## src/rtl/chip_host_driver_pkg.sv

```systemverilog
// Shared types and constants for the host-side accelerator driver.
//   state_e    : driver FSM states
//   cnt_t      : word counter type (CNT_WIDTH bits, must hold max of the NB_* counts)
//   *_DFLT     : default word width, per-layer word counts and output buffer depth
package chip_host_driver_pkg;

    localparam int unsigned MEM_BW_DFLT     = 128;
    localparam int unsigned NB_W_DFLT       = 2304;
    localparam int unsigned NB_A_DFLT       = 12544;
    localparam int unsigned NB_O_DFLT       = 12544;
    localparam int unsigned LOG2_OBUF_DFLT  = 4;
    localparam int unsigned CNT_WIDTH       = 16;

    typedef logic [CNT_WIDTH-1:0] cnt_t;

    typedef enum logic [2:0] {
        ST_IDLE,
        ST_START,
        ST_WAIT_RUN,
        ST_STREAM,
        ST_WAIT_IDLE,
        ST_DRAIN,
        ST_DONE
    } state_e;

    // Chip output words are captured only from WAIT_RUN through DRAIN.
    function automatic logic in_capture(input state_e s);
        return (s == ST_WAIT_RUN) || (s == ST_STREAM) ||
               (s == ST_WAIT_IDLE) || (s == ST_DRAIN);
    endfunction

endpackage

```

## src/rtl/chip_host_driver_stream_skid_buffer.sv

```systemverilog
// stream_skid_buffer: 2-entry valid/ready stage with registered output side.
//   clk, srst      : clock, synchronous active-high reset (flushes both entries)
//   in_data/valid  : upstream word; in_ready depends only on occupancy
//   out_data/valid : registered downstream word, held stable until out_ready
module stream_skid_buffer #(
    parameter int unsigned WIDTH = 128
) (
    input  logic             clk,
    input  logic             srst,
    input  logic [WIDTH-1:0] in_data,
    input  logic             in_valid,
    output logic             in_ready,
    output logic [WIDTH-1:0] out_data,
    output logic             out_valid,
    input  logic             out_ready
);

    logic             out_valid_q, out_valid_d;
    logic [WIDTH-1:0] out_data_q,  out_data_d;
    logic             skid_valid_q, skid_valid_d;
    logic [WIDTH-1:0] skid_data_q,  skid_data_d;
    logic             in_fire;

    // A free slot exists whenever the skid entry is empty.
    assign in_ready  = !skid_valid_q;
    assign out_valid = out_valid_q;
    assign out_data  = out_data_q;

    // Refill the output register from skid first, then from the input.
    always_comb begin
        out_valid_d  = out_valid_q;
        out_data_d   = out_data_q;
        skid_valid_d = skid_valid_q;
        skid_data_d  = skid_data_q;
        in_fire      = in_valid && !skid_valid_q;

        if (!out_valid_q || out_ready) begin
            if (skid_valid_q) begin
                out_valid_d  = 1'b1;
                out_data_d   = skid_data_q;
                skid_valid_d = 1'b0;
            end else begin
                out_valid_d = in_fire;
                if (in_fire) begin
                    out_data_d = in_data;
                end
            end
        end else if (in_fire) begin
            skid_valid_d = 1'b1;
            skid_data_d  = in_data;
        end
    end

    always_ff @(posedge clk) begin
        if (srst) begin
            out_valid_q  <= 1'b0;
            out_data_q   <= '0;
            skid_valid_q <= 1'b0;
            skid_data_q  <= '0;
        end else begin
            out_valid_q  <= out_valid_d;
            out_data_q   <= out_data_d;
            skid_valid_q <= skid_valid_d;
            skid_data_q  <= skid_data_d;
        end
    end

endmodule

```

## src/rtl/chip_host_driver.sv

```systemverilog
// chip_host_driver: feeds one conv layer of weights/activations into the
// accelerator, pulses start, and captures every output word into a FIFO
// drained by the host sink.
//   clk, srst_in          : clock, synchronous active-high reset (aborts a layer)
//   cmd_go/busy/done      : layer command, activity flag, one-cycle completion pulse
//   err_overflow          : sticky, an output word was dropped on a full buffer
//   src_w_*, src_a_*      : host weight / activation streams (valid/ready)
//   weights_*, activations_*, start, running, out, output_valid : chip pins
//   snk_*                 : captured output words, first-word-fall-through
//   perf_cycles           : only with DRV_PERF_CNT_EN, running-cycle counter
module chip_host_driver
    import chip_host_driver_pkg::*;
#(
    parameter int unsigned MEM_BW     = MEM_BW_DFLT,
    parameter int unsigned NB_W_WORDS = NB_W_DFLT,
    parameter int unsigned NB_A_WORDS = NB_A_DFLT,
    parameter int unsigned NB_O_WORDS = NB_O_DFLT,
    parameter int unsigned LOG2_OBUF  = LOG2_OBUF_DFLT
) (
    input  logic              clk,
    input  logic              srst_in,
    input  logic              cmd_go,
    output logic              busy,
    output logic              done,
    output logic              err_overflow,
    input  logic [MEM_BW-1:0] src_w_data,
    input  logic              src_w_valid,
    output logic              src_w_ready,
    input  logic [MEM_BW-1:0] src_a_data,
    input  logic              src_a_valid,
    output logic              src_a_ready,
    output logic [MEM_BW-1:0] weights_input,
    output logic              weights_valid,
    input  logic              weights_ready,
    output logic [MEM_BW-1:0] activations_input,
    output logic              activations_valid,
    input  logic              activations_ready,
    output logic              start,
    input  logic              running,
    input  logic [MEM_BW-1:0] out,
    input  logic              output_valid,
    output logic [MEM_BW-1:0] snk_data,
    output logic              snk_valid,
    input  logic              snk_ready
`ifdef DRV_PERF_CNT_EN
    ,
    output logic [31:0]       perf_cycles
`endif
);

    localparam int unsigned PTR_W      = LOG2_OBUF;
    localparam int unsigned FILL_W     = LOG2_OBUF + 1;
    localparam int unsigned OBUF_DEPTH = 1 << LOG2_OBUF;

    state_e state_q, state_d;
    logic   busy_q, done_q, start_q, err_q, err_d;
    cnt_t   w_cnt_q, w_cnt_d, a_cnt_q, a_cnt_d, o_cnt_q, o_cnt_d;
    cnt_t   w_enq_q, w_enq_d, a_enq_q, a_enq_d;

    logic [MEM_BW-1:0] obuf_q [OBUF_DEPTH];
    logic [MEM_BW-1:0] obuf_d [OBUF_DEPTH];
    logic [PTR_W-1:0]  wr_ptr_q, wr_ptr_d, rd_ptr_q, rd_ptr_d;
    logic [FILL_W-1:0] fill_q, fill_d;
    logic              snk_valid_q;

    logic go_accept, w_allow, a_allow, w_skid_rdy, a_skid_rdy;
    logic wr_req, push, pop, full;

    assign go_accept = (state_q == ST_IDLE) && cmd_go;

    // Host side only pulls while streaming and until the layer quota is enqueued.
    assign w_allow     = (state_q == ST_STREAM) && (w_enq_q != cnt_t'(NB_W_WORDS));
    assign a_allow     = (state_q == ST_STREAM) && (a_enq_q != cnt_t'(NB_A_WORDS));
    assign src_w_ready = w_skid_rdy && w_allow;
    assign src_a_ready = a_skid_rdy && a_allow;

    stream_skid_buffer #(.WIDTH(MEM_BW)) u_w_skid (
        .clk       (clk),
        .srst      (srst_in),
        .in_data   (src_w_data),
        .in_valid  (src_w_valid && w_allow),
        .in_ready  (w_skid_rdy),
        .out_data  (weights_input),
        .out_valid (weights_valid),
        .out_ready (weights_ready)
    );

    stream_skid_buffer #(.WIDTH(MEM_BW)) u_a_skid (
        .clk       (clk),
        .srst      (srst_in),
        .in_data   (src_a_data),
        .in_valid  (src_a_valid && a_allow),
        .in_ready  (a_skid_rdy),
        .out_data  (activations_input),
        .out_valid (activations_valid),
        .out_ready (activations_ready)
    );

    // Layer sequencing.
    always_comb begin
        state_d = state_q;
        unique case (state_q)
            ST_IDLE:      if (cmd_go) state_d = ST_START;
            ST_START:     state_d = ST_WAIT_RUN;
            ST_WAIT_RUN:  if (running) state_d = ST_STREAM;
            ST_STREAM:    if ((w_cnt_q == cnt_t'(NB_W_WORDS)) &&
                              (a_cnt_q == cnt_t'(NB_A_WORDS))) state_d = ST_WAIT_IDLE;
            ST_WAIT_IDLE: if (!running) state_d = ST_DRAIN;
            ST_DRAIN:     if ((o_cnt_q == cnt_t'(NB_O_WORDS)) &&
                              (fill_q == '0)) state_d = ST_DONE;
            ST_DONE:      state_d = ST_IDLE;
            default:      state_d = ST_IDLE;
        endcase
    end

    // Word counters: enqueued (host side) and transferred (chip side).
    always_comb begin
        w_cnt_d = w_cnt_q;
        a_cnt_d = a_cnt_q;
        w_enq_d = w_enq_q;
        a_enq_d = a_enq_q;
        if (go_accept) begin
            w_cnt_d = '0;
            a_cnt_d = '0;
            w_enq_d = '0;
            a_enq_d = '0;
        end else begin
            if (weights_valid && weights_ready)         w_cnt_d = w_cnt_q + cnt_t'(1);
            if (activations_valid && activations_ready) a_cnt_d = a_cnt_q + cnt_t'(1);
            if (src_w_valid && src_w_ready)             w_enq_d = w_enq_q + cnt_t'(1);
            if (src_a_valid && src_a_ready)             a_enq_d = a_enq_q + cnt_t'(1);
        end
    end

    // Output capture FIFO; a full buffer still accepts when it is popped the same cycle.
    assign full   = (fill_q == FILL_W'(OBUF_DEPTH));
    assign pop    = snk_valid_q && snk_ready;
    assign wr_req = in_capture(state_q) && output_valid;
    assign push   = wr_req && (!full || pop);

    always_comb begin
        obuf_d   = obuf_q;
        wr_ptr_d = wr_ptr_q;
        rd_ptr_d = rd_ptr_q;
        o_cnt_d  = o_cnt_q;
        err_d    = err_q;
        if (push) begin
            obuf_d[wr_ptr_q] = out;
            wr_ptr_d         = wr_ptr_q + PTR_W'(1);
        end
        if (pop) begin
            rd_ptr_d = rd_ptr_q + PTR_W'(1);
        end
        fill_d = fill_q + FILL_W'(push) - FILL_W'(pop);
        if (go_accept) begin
            o_cnt_d = '0;
        end else if (wr_req) begin
            o_cnt_d = o_cnt_q + cnt_t'(1);
        end
        if (wr_req && !push) begin
            err_d = 1'b1;
        end
    end

    always_ff @(posedge clk) begin
        obuf_q <= obuf_d;
    end

    always_ff @(posedge clk) begin
        if (srst_in) begin
            state_q     <= ST_IDLE;
            busy_q      <= 1'b0;
            done_q      <= 1'b0;
            start_q     <= 1'b0;
            err_q       <= 1'b0;
            w_cnt_q     <= '0;
            a_cnt_q     <= '0;
            o_cnt_q     <= '0;
            w_enq_q     <= '0;
            a_enq_q     <= '0;
            wr_ptr_q    <= '0;
            rd_ptr_q    <= '0;
            fill_q      <= '0;
            snk_valid_q <= 1'b0;
        end else begin
            state_q     <= state_d;
            busy_q      <= (state_d != ST_IDLE);
            done_q      <= (state_d == ST_DONE);
            start_q     <= (state_d == ST_START);
            err_q       <= err_d;
            w_cnt_q     <= w_cnt_d;
            a_cnt_q     <= a_cnt_d;
            o_cnt_q     <= o_cnt_d;
            w_enq_q     <= w_enq_d;
            a_enq_q     <= a_enq_d;
            wr_ptr_q    <= wr_ptr_d;
            rd_ptr_q    <= rd_ptr_d;
            fill_q      <= fill_d;
            snk_valid_q <= (fill_d != '0);
        end
    end

    assign busy         = busy_q;
    assign done         = done_q;
    assign start        = start_q;
    assign err_overflow = err_q;
    assign snk_valid    = snk_valid_q;
    assign snk_data     = obuf_q[rd_ptr_q];

`ifdef DRV_PERF_CNT_EN
    // Cycles with the chip running during a layer; saturating, held after done.
    logic [31:0] perf_q, perf_d;

    always_comb begin
        perf_d = perf_q;
        if (go_accept) begin
            perf_d = '0;
        end else if (running && (state_q != ST_IDLE) && (perf_q != '1)) begin
            perf_d = perf_q + 32'd1;
        end
    end

    always_ff @(posedge clk) begin
        if (srst_in) begin
            perf_q <= '0;
        end else begin
            perf_q <= perf_d;
        end
    end

    assign perf_cycles = perf_q;
`endif

endmodule
```

## config.mk

```make
export PLATFORM = sky130hd
export DESIGN_NAME = chip_host_driver
export DESIGN_NICKNAME = d
export VERILOG_FILES = /design/src/rtl/chip_host_driver_pkg.sv /design/src/rtl/chip_host_driver_stream_skid_buffer.sv /design/src/rtl/chip_host_driver.sv
export SDC_FILE = /design/constraint.sdc
export NUM_CORES = 2
export LEC_CHECK = 0
export ABC_AREA = 1
export CAP_MARGIN = 10
export CORE_ASPECT_RATIO = 1.25
export CORE_MARGIN = 2
export CORE_UTILIZATION = 57
export DETAILED_ROUTE_END_ITERATION = 7
export DONT_BUFFER_PORTS = 1
export PLACE_DENSITY = 0.73
export SYNTH_ARGS = -nofsm -noshare
export SYNTH_HDL_FRONTEND = slang
export SYNTH_SLANG_ARGS = --single-unit
```

## constraint.sdc

```tcl
create_clock -name clk -period 8.2 [get_ports clk]
set_input_delay 1.64 -clock clk [delete_from_list [all_inputs] [get_ports clk]]
set_output_delay 1.64 -clock clk [all_outputs]
set_load 0.005 [all_outputs]
```

# Yosys cells after proc, flatten, opt, wreduce, memory -nomap -nowiden
# Index checks and enable logic that the tools add are counted.
dict set report classes {
  muxes 18
  magnitude_cmp 3
  add_sub_neg 9
  reduce_logical 45
  eq_ne 13
  bitwise_logic 4
}
# operator n
set op_table {}
lappend op_table {{$bwmux W2048} 1}
lappend op_table {{$mux W128} 7}
lappend op_table {{$bmux W128 S4} 1}
lappend op_table {{$demux W128 S4} 1}
lappend op_table {{$add A16 B1 Y16 const B} 5}
lappend op_table {{$eq A16 B14 Y1 const B} 2}
lappend op_table {{$logic_and A1 B1 Y1} 20}
lappend op_table {{$pmux W3 S6} 1}
lappend op_table {{$eq A16 B12 Y1 const B} 1}
lappend op_table {{$ne A16 B12 Y1 const B} 1}
lappend op_table {{$ne A16 B14 Y1 const B} 1}
lappend op_table {{$mux W3} 5}
lappend op_table {{$ge A5 B5 Y1 const B} 2}
lappend op_table {{$not A4 Y5} 2}
lappend op_table {{$eq A3 B3 Y1 const B} 3}
lappend op_table {{$add A4 B1 Y4 const B} 2}
lappend op_table {{$reduce_and A2 Y1} 4}
lappend op_table {{$eq A3 B1 Y1 const B} 2}
lappend op_table {{$eq A3 B2 Y1 const B} 2}
lappend op_table {{$logic_not A1 Y1} 6}
lappend op_table {{$logic_or A1 B1 Y1} 6}
lappend op_table {{$reduce_or A2 Y1} 3}
lappend op_table {{$add A5 B1 Y5} 1}
lappend op_table {{$eq A5 B5 Y1 const B} 1}
lappend op_table {{9 further kinds} 12}
dict set report totals {
  output_inout_bits 393
  word_cells 130
  ff_bits 2665
  in_bits 394
}

# Longest topological paths before layout
dict set report logic_depth {
  ltp_word 9
  mapped_depth 17
  mapped_depth_nobuf 17
}

# By module
# A second synthesis with hierarchy kept.
dict set report hier_totals {
  hier_cells 10257
  area_unflattened_um2 108313.9
}
# mod cells_per_inst area_each_um2 instances seq_area_each_um2
set modules_own_cells {}
lappend modules_own_cells {chip_host_driver 6387 84088.1 1 63520.9}
lappend modules_own_cells {stream_skid_buffer 1935 12112.9 2 5165.0}

# Worst setup path before layout
# No wires, ideal clock.
dict set report synth_timing {
  path_type {input -> register}
  start {in snk_ready}
  end {reg obuf_q[1536] (netlist bit) (enable)}
  setup_ns 0.617
  n_path_buf 0
  setup_slack_ns -0.191
  arrival_time_ns 7.774
  t_required_ns 7.583
  path_stages 6
  cell_sequence {nand2_1 inv_1 nor3_1 nor2_1 nand3_1 nor2_1}
}
dict set report synth_between {
  elab_chain_len 3
}
# item line_no
set synth_lines {}
lappend synth_lines {{start, declared} chip_host_driver.sv:44} ;# input logic snk_ready
lappend synth_lines {{$logic_and A1 B1 Y1} chip_host_driver.sv:137} ;# assign pop = snk_valid_q && snk_ready;
lappend synth_lines {{$logic_or A1 B1 Y1} chip_host_driver.sv:139} ;# assign push = wr_req && (!full || pop);
lappend synth_lines {{$logic_and A1 B1 Y1} chip_host_driver.sv:139}
lappend synth_lines {{end signal, assigned} chip_host_driver.sv:166} ;# obuf_q <= obuf_d;
lappend synth_lines {{end, declared} chip_host_driver.sv:60} ;# logic [MEM_BW-1:0] obuf_q [OBUF_DEPTH];
# No other way between the ends.
# A chain may end at the register's enable or synchronous reset.

# Worst setup path after layout
dict set report layout_timing {
  start {reg rd_ptr_q[1]}
  end {out snk_data[30]}
}
dict set report layout_between {
  elab_chain_len 4
}
# item line_no
set layout_lines {}
lappend layout_lines {{start, declared} chip_host_driver.sv:62} ;# logic [PTR_W-1:0] wr_ptr_q, wr_ptr_d, rd_ptr_q, rd_ptr_d;
lappend layout_lines {{start signal, assigned} chip_host_driver.sv:197} ;# rd_ptr_q <= rd_ptr_d;
lappend layout_lines {{$not A4 Y5 (implied by the code)} chip_host_driver.sv:208} ;# assign snk_data = obuf_q[rd_ptr_q];
lappend layout_lines {{$bmux W128 S4} chip_host_driver.sv:208}
lappend layout_lines {{$mux W128 (implied by the code) (2 in a row)} chip_host_driver.sv:208}
lappend layout_lines {{end, declared} chip_host_driver.sv:42} ;# output logic [MEM_BW-1:0] snk_data,
# No other way between the ends. The select of a mux whose other input is x is not followed.

==> impl_metrics.tcl <==
set metrics [dict create \
    outcome "completed" \
    synth_top_area_share_pct 57.16 \
    cp_max_fo 126 \
    antenna_found_initial 25 \
    power-per-cell-area_nw_per_um2 254.4 \
    worstHoldPathCells 2 \
    hpwl_um 159000 \
    syn_inst 10100 \
    root_buffer "clkbuf_16" \
    cts_resized 0 \
    report.final.setup_viol 0 \
    syn-num-nets 10510 \
    r2r_cells 9 \
    die_h_um 489.7 \
    track_usage_pct 29.79 \
    synth_seq_area_share_pct 68.64 \
    hold_end "a_enq_q[14]" \
    postCtsSetupBuffers 0 \
    cp_common_cell "o21ai_0" \
    wl_um 297700 \
    dr_total_vias 76900 \
    grt_max_degree 253 \
    fillers 14290 \
    rr_startpoint "u_w_skid.out_valid" \
    area_growth_pct 9.381 \
    netlist_area_um2 107600 \
    gp_congestion 0.8589 \
    fin_hold_ws_ns 0.4656 \
    firstDrtPassIters 6 \
    synth_xor_area_share_pct 0.2605 \
    yosys_warnings 0 \
    fin_crit_sh_pct 75.96 \
    rr_endpoint "u_w_skid.skid_data_q[49]" \
    async_reset_ff_share_pct 0 \
    vdd_drop_max_v 0.0003072 \
    cpMaxStageDelayCell "buf_4" \
    htreeDepth 5 \
    rsz0062_at_grt "no" \
    yosysUniqueCellTypes 39 \
    drt-initial-drc-count 8445 \
    max_cap_viol_count 0 \
    netlist_top_cells_area "edfxtp_1, dfxtp_1, nor2_1" \
    grt_pass1_vias 72290 \
    clock_path_buffers 4 \
    synth-simple-area-share_pct 14.11 \
    muxShareOfSynthArea_pct 0 \
    synth_compound_area_share_pct 12.64 \
    fin_total_pwr_uw 29930 \
    row_count 178 \
    hold_viol_final 0 \
    drive_above_1_share_pct 5.173 \
    crit_type "reg -> out" \
    synth_most_common_cell "nor2_1" \
    final_core_util_pct 62.60 \
    end_kind "output pin" \
    synth_fa_ha_area_share_pct 0.2512 \
    slowest_delay_ns 0.97 \
    postCtsHoldBufs 0 \
    cp.required_ns 6.56 \
    synth_top_family_by_area "simple AND/OR/NAND/NOR gates" \
    crit_arrival_ns 4.59 \
    avgViaCountPerCell 6.183 \
    io_pins 787 \
    ant_nets 0 \
    max_freq_mhz 160.5 \
    cts_tree "built" \
    rrSetupSlack_ns 3.99 \
    synth_top_area_cell "edfxtp_1" \
    leakage_uw 0.04012 \
    period_minus_slack_ns 6.229 \
    nNetsFinal 10130 \
    die_w_um 392.6 \
    tightest_slew_ns 1.228 \
    critPathLaunchType "flop" \
    clk_latency_ns 0.94 \
    path_clk_slew_ns 0.06 \
    avgSynthCellArea_um2 10.66 \
    synth_flop_cell "edfxtp_1" \
    grt_pass1_wl_um 436700 \
    synth_edf_count 2048 \
    hold_path_class "reg -> reg" \
    yosys-top-cells-count "nor2_1, edfxtp_1, o21ai_0, nand2_1, nand3_1" \
    slew_headroom_pct 17.92 \
    core-area_um2 188000 \
    ys_seq_elements 2665 \
    worstHoldStart "a_enq_q[14]" \
    cts_made_buffers 275 \
    clock_sinks 2665 \
    drcViolationCount 0 \
    grt-ovfl-total 0 \
    wl_per_cell_um 23.94 \
    slew_violations 0 \
    io_buffers 0 \
    fin_skew_ns 0.09009 \
    dieArea_um2 192300 \
    start_util_pct 57.23 \
    path_cells "buf_12, buf_4, o21ai_0, o22ai_1, o21ai_0, o21ai_0" \
]
-- metrics by stage --
stage	area [µm²]	setup TNS, ns	setup WS, ns	instances
2_1_floorplan	107600	-359.65	-0.1909	10100
3_3_place_gp	109100	0	2.896	11960
3_5_place_dp	109100	0	2.881	11960
4_1_cts	117600	0	1.900	12420
5_1_grt	117700	0	1.732	12430
6_report	117700	0	1.971	12440
-- how the worst max path moves through the flow --
stage | startpoint | to | slack [ns] | cells after the start
after detailed placement | rd_ptr_q[1] | snk_data[30] | 2.88 | 6
after global routing | rd_ptr_q[1] | snk_data[30] | 1.73 | 6
after CTS | rd_ptr_q[1] | snk_data[30] | 1.90 | 6
final | rd_ptr_q[1] | snk_data[30] | 1.97 | 6
after global placement | rd_ptr_q[1] | snk_data[30] | 2.90 | 6
after floorplan | snk_ready | obuf_q[1536] | -0.19 | 6
-- layer usage --
metal / vias up / global-route usage [%] / routed length (µm)
li1: 34820 / - / -
met1: 37600 / 36.75 / 109300
met3: 700 / 9.261 / 33420
met5: - / 0 / 131
met2: 3763 / 48.07 / 141200
met4: 20 / 13.77 / 13770
-- critical path: cells and delay by family (launching register included) --
family | cells | cell delay (ns)
compound gates | 4 | 1.30
buf+inv | 2 | 1.49
flops | 1 | 0.78
-- cell type report --
| type | count | area [µm²] | share of cell area, % |
|---|---|---|---|
| Timing Repair Buffer | 97 | 1091 | 0.9272 |
| Inverter | 365 | 1420 | 1.207 |
| Multi-Input combinational cell | 6314 | 29510 | 25.08 |
| Clock buffer | 338 | 7367 | 6.260 |
| Clock inverter | 118 | 1210 | 1.028 |
| Antenna cell | 19 | 47.55 | 0.04040 |
| Sequential cell | 2665 | 73870 | 62.78 |
| Tap cell | 2520 | 3153 | 2.679 |
-- where the power goes --
| group | total, µW | internal, µW | switching, µW |
|---|---|---|---|
| registers | 14700 | 14600 | 103 |
| logic | 3110 | 874 | 2230 |
| clock network | 12100 | 7100 | 5000 |
-- logic make-up after synthesis --
group | Yosys count
AND/OR/NAND/NOR | 3804
XOR/XNOR | 32
adder cells (fa/ha/maj) | 21
buffers and inverters | 1116
flip-flops | 2665
AO/OA/AOI/OAI | 2457
-- cells in the final DEF, fill, tap and decap left out, types with 22 or more instances in the layout --
cell type  instances
nand2_1          802
buf_4             68
o21ai_0         1243
a21oi_1          589
clkbuf_16        282
clkinv_1          41
nor2_4            22
o22ai_1          361
nor2_1          2305
clkbuf_1          46
nand3_1          619
clkinv_2          34
nor3_1            33
edfxtp_1        2048
inv_1            357
buf_12            29
bufinv_16         24
o221ai_1         168
dfxtp_1          611
o211ai_1          83
-- flip-flops by register name (all words and copies together), names as in the netlist, 3 cells and up --
register / flops
a_cnt_q: 16
rd_ptr_q: 4
wr_ptr_q: 4
u_a_skid.out_data: 128
w_enq_q: 16
w_cnt_q: 16
state_q: 3
obuf_q: 2048
u_a_skid.skid_data_q: 128
a_enq_q: 16
o_cnt_q: 16
u_w_skid.skid_data_q: 128
u_w_skid.out_data: 128
fill_q: 5
(Power assumes the default switching activity.)
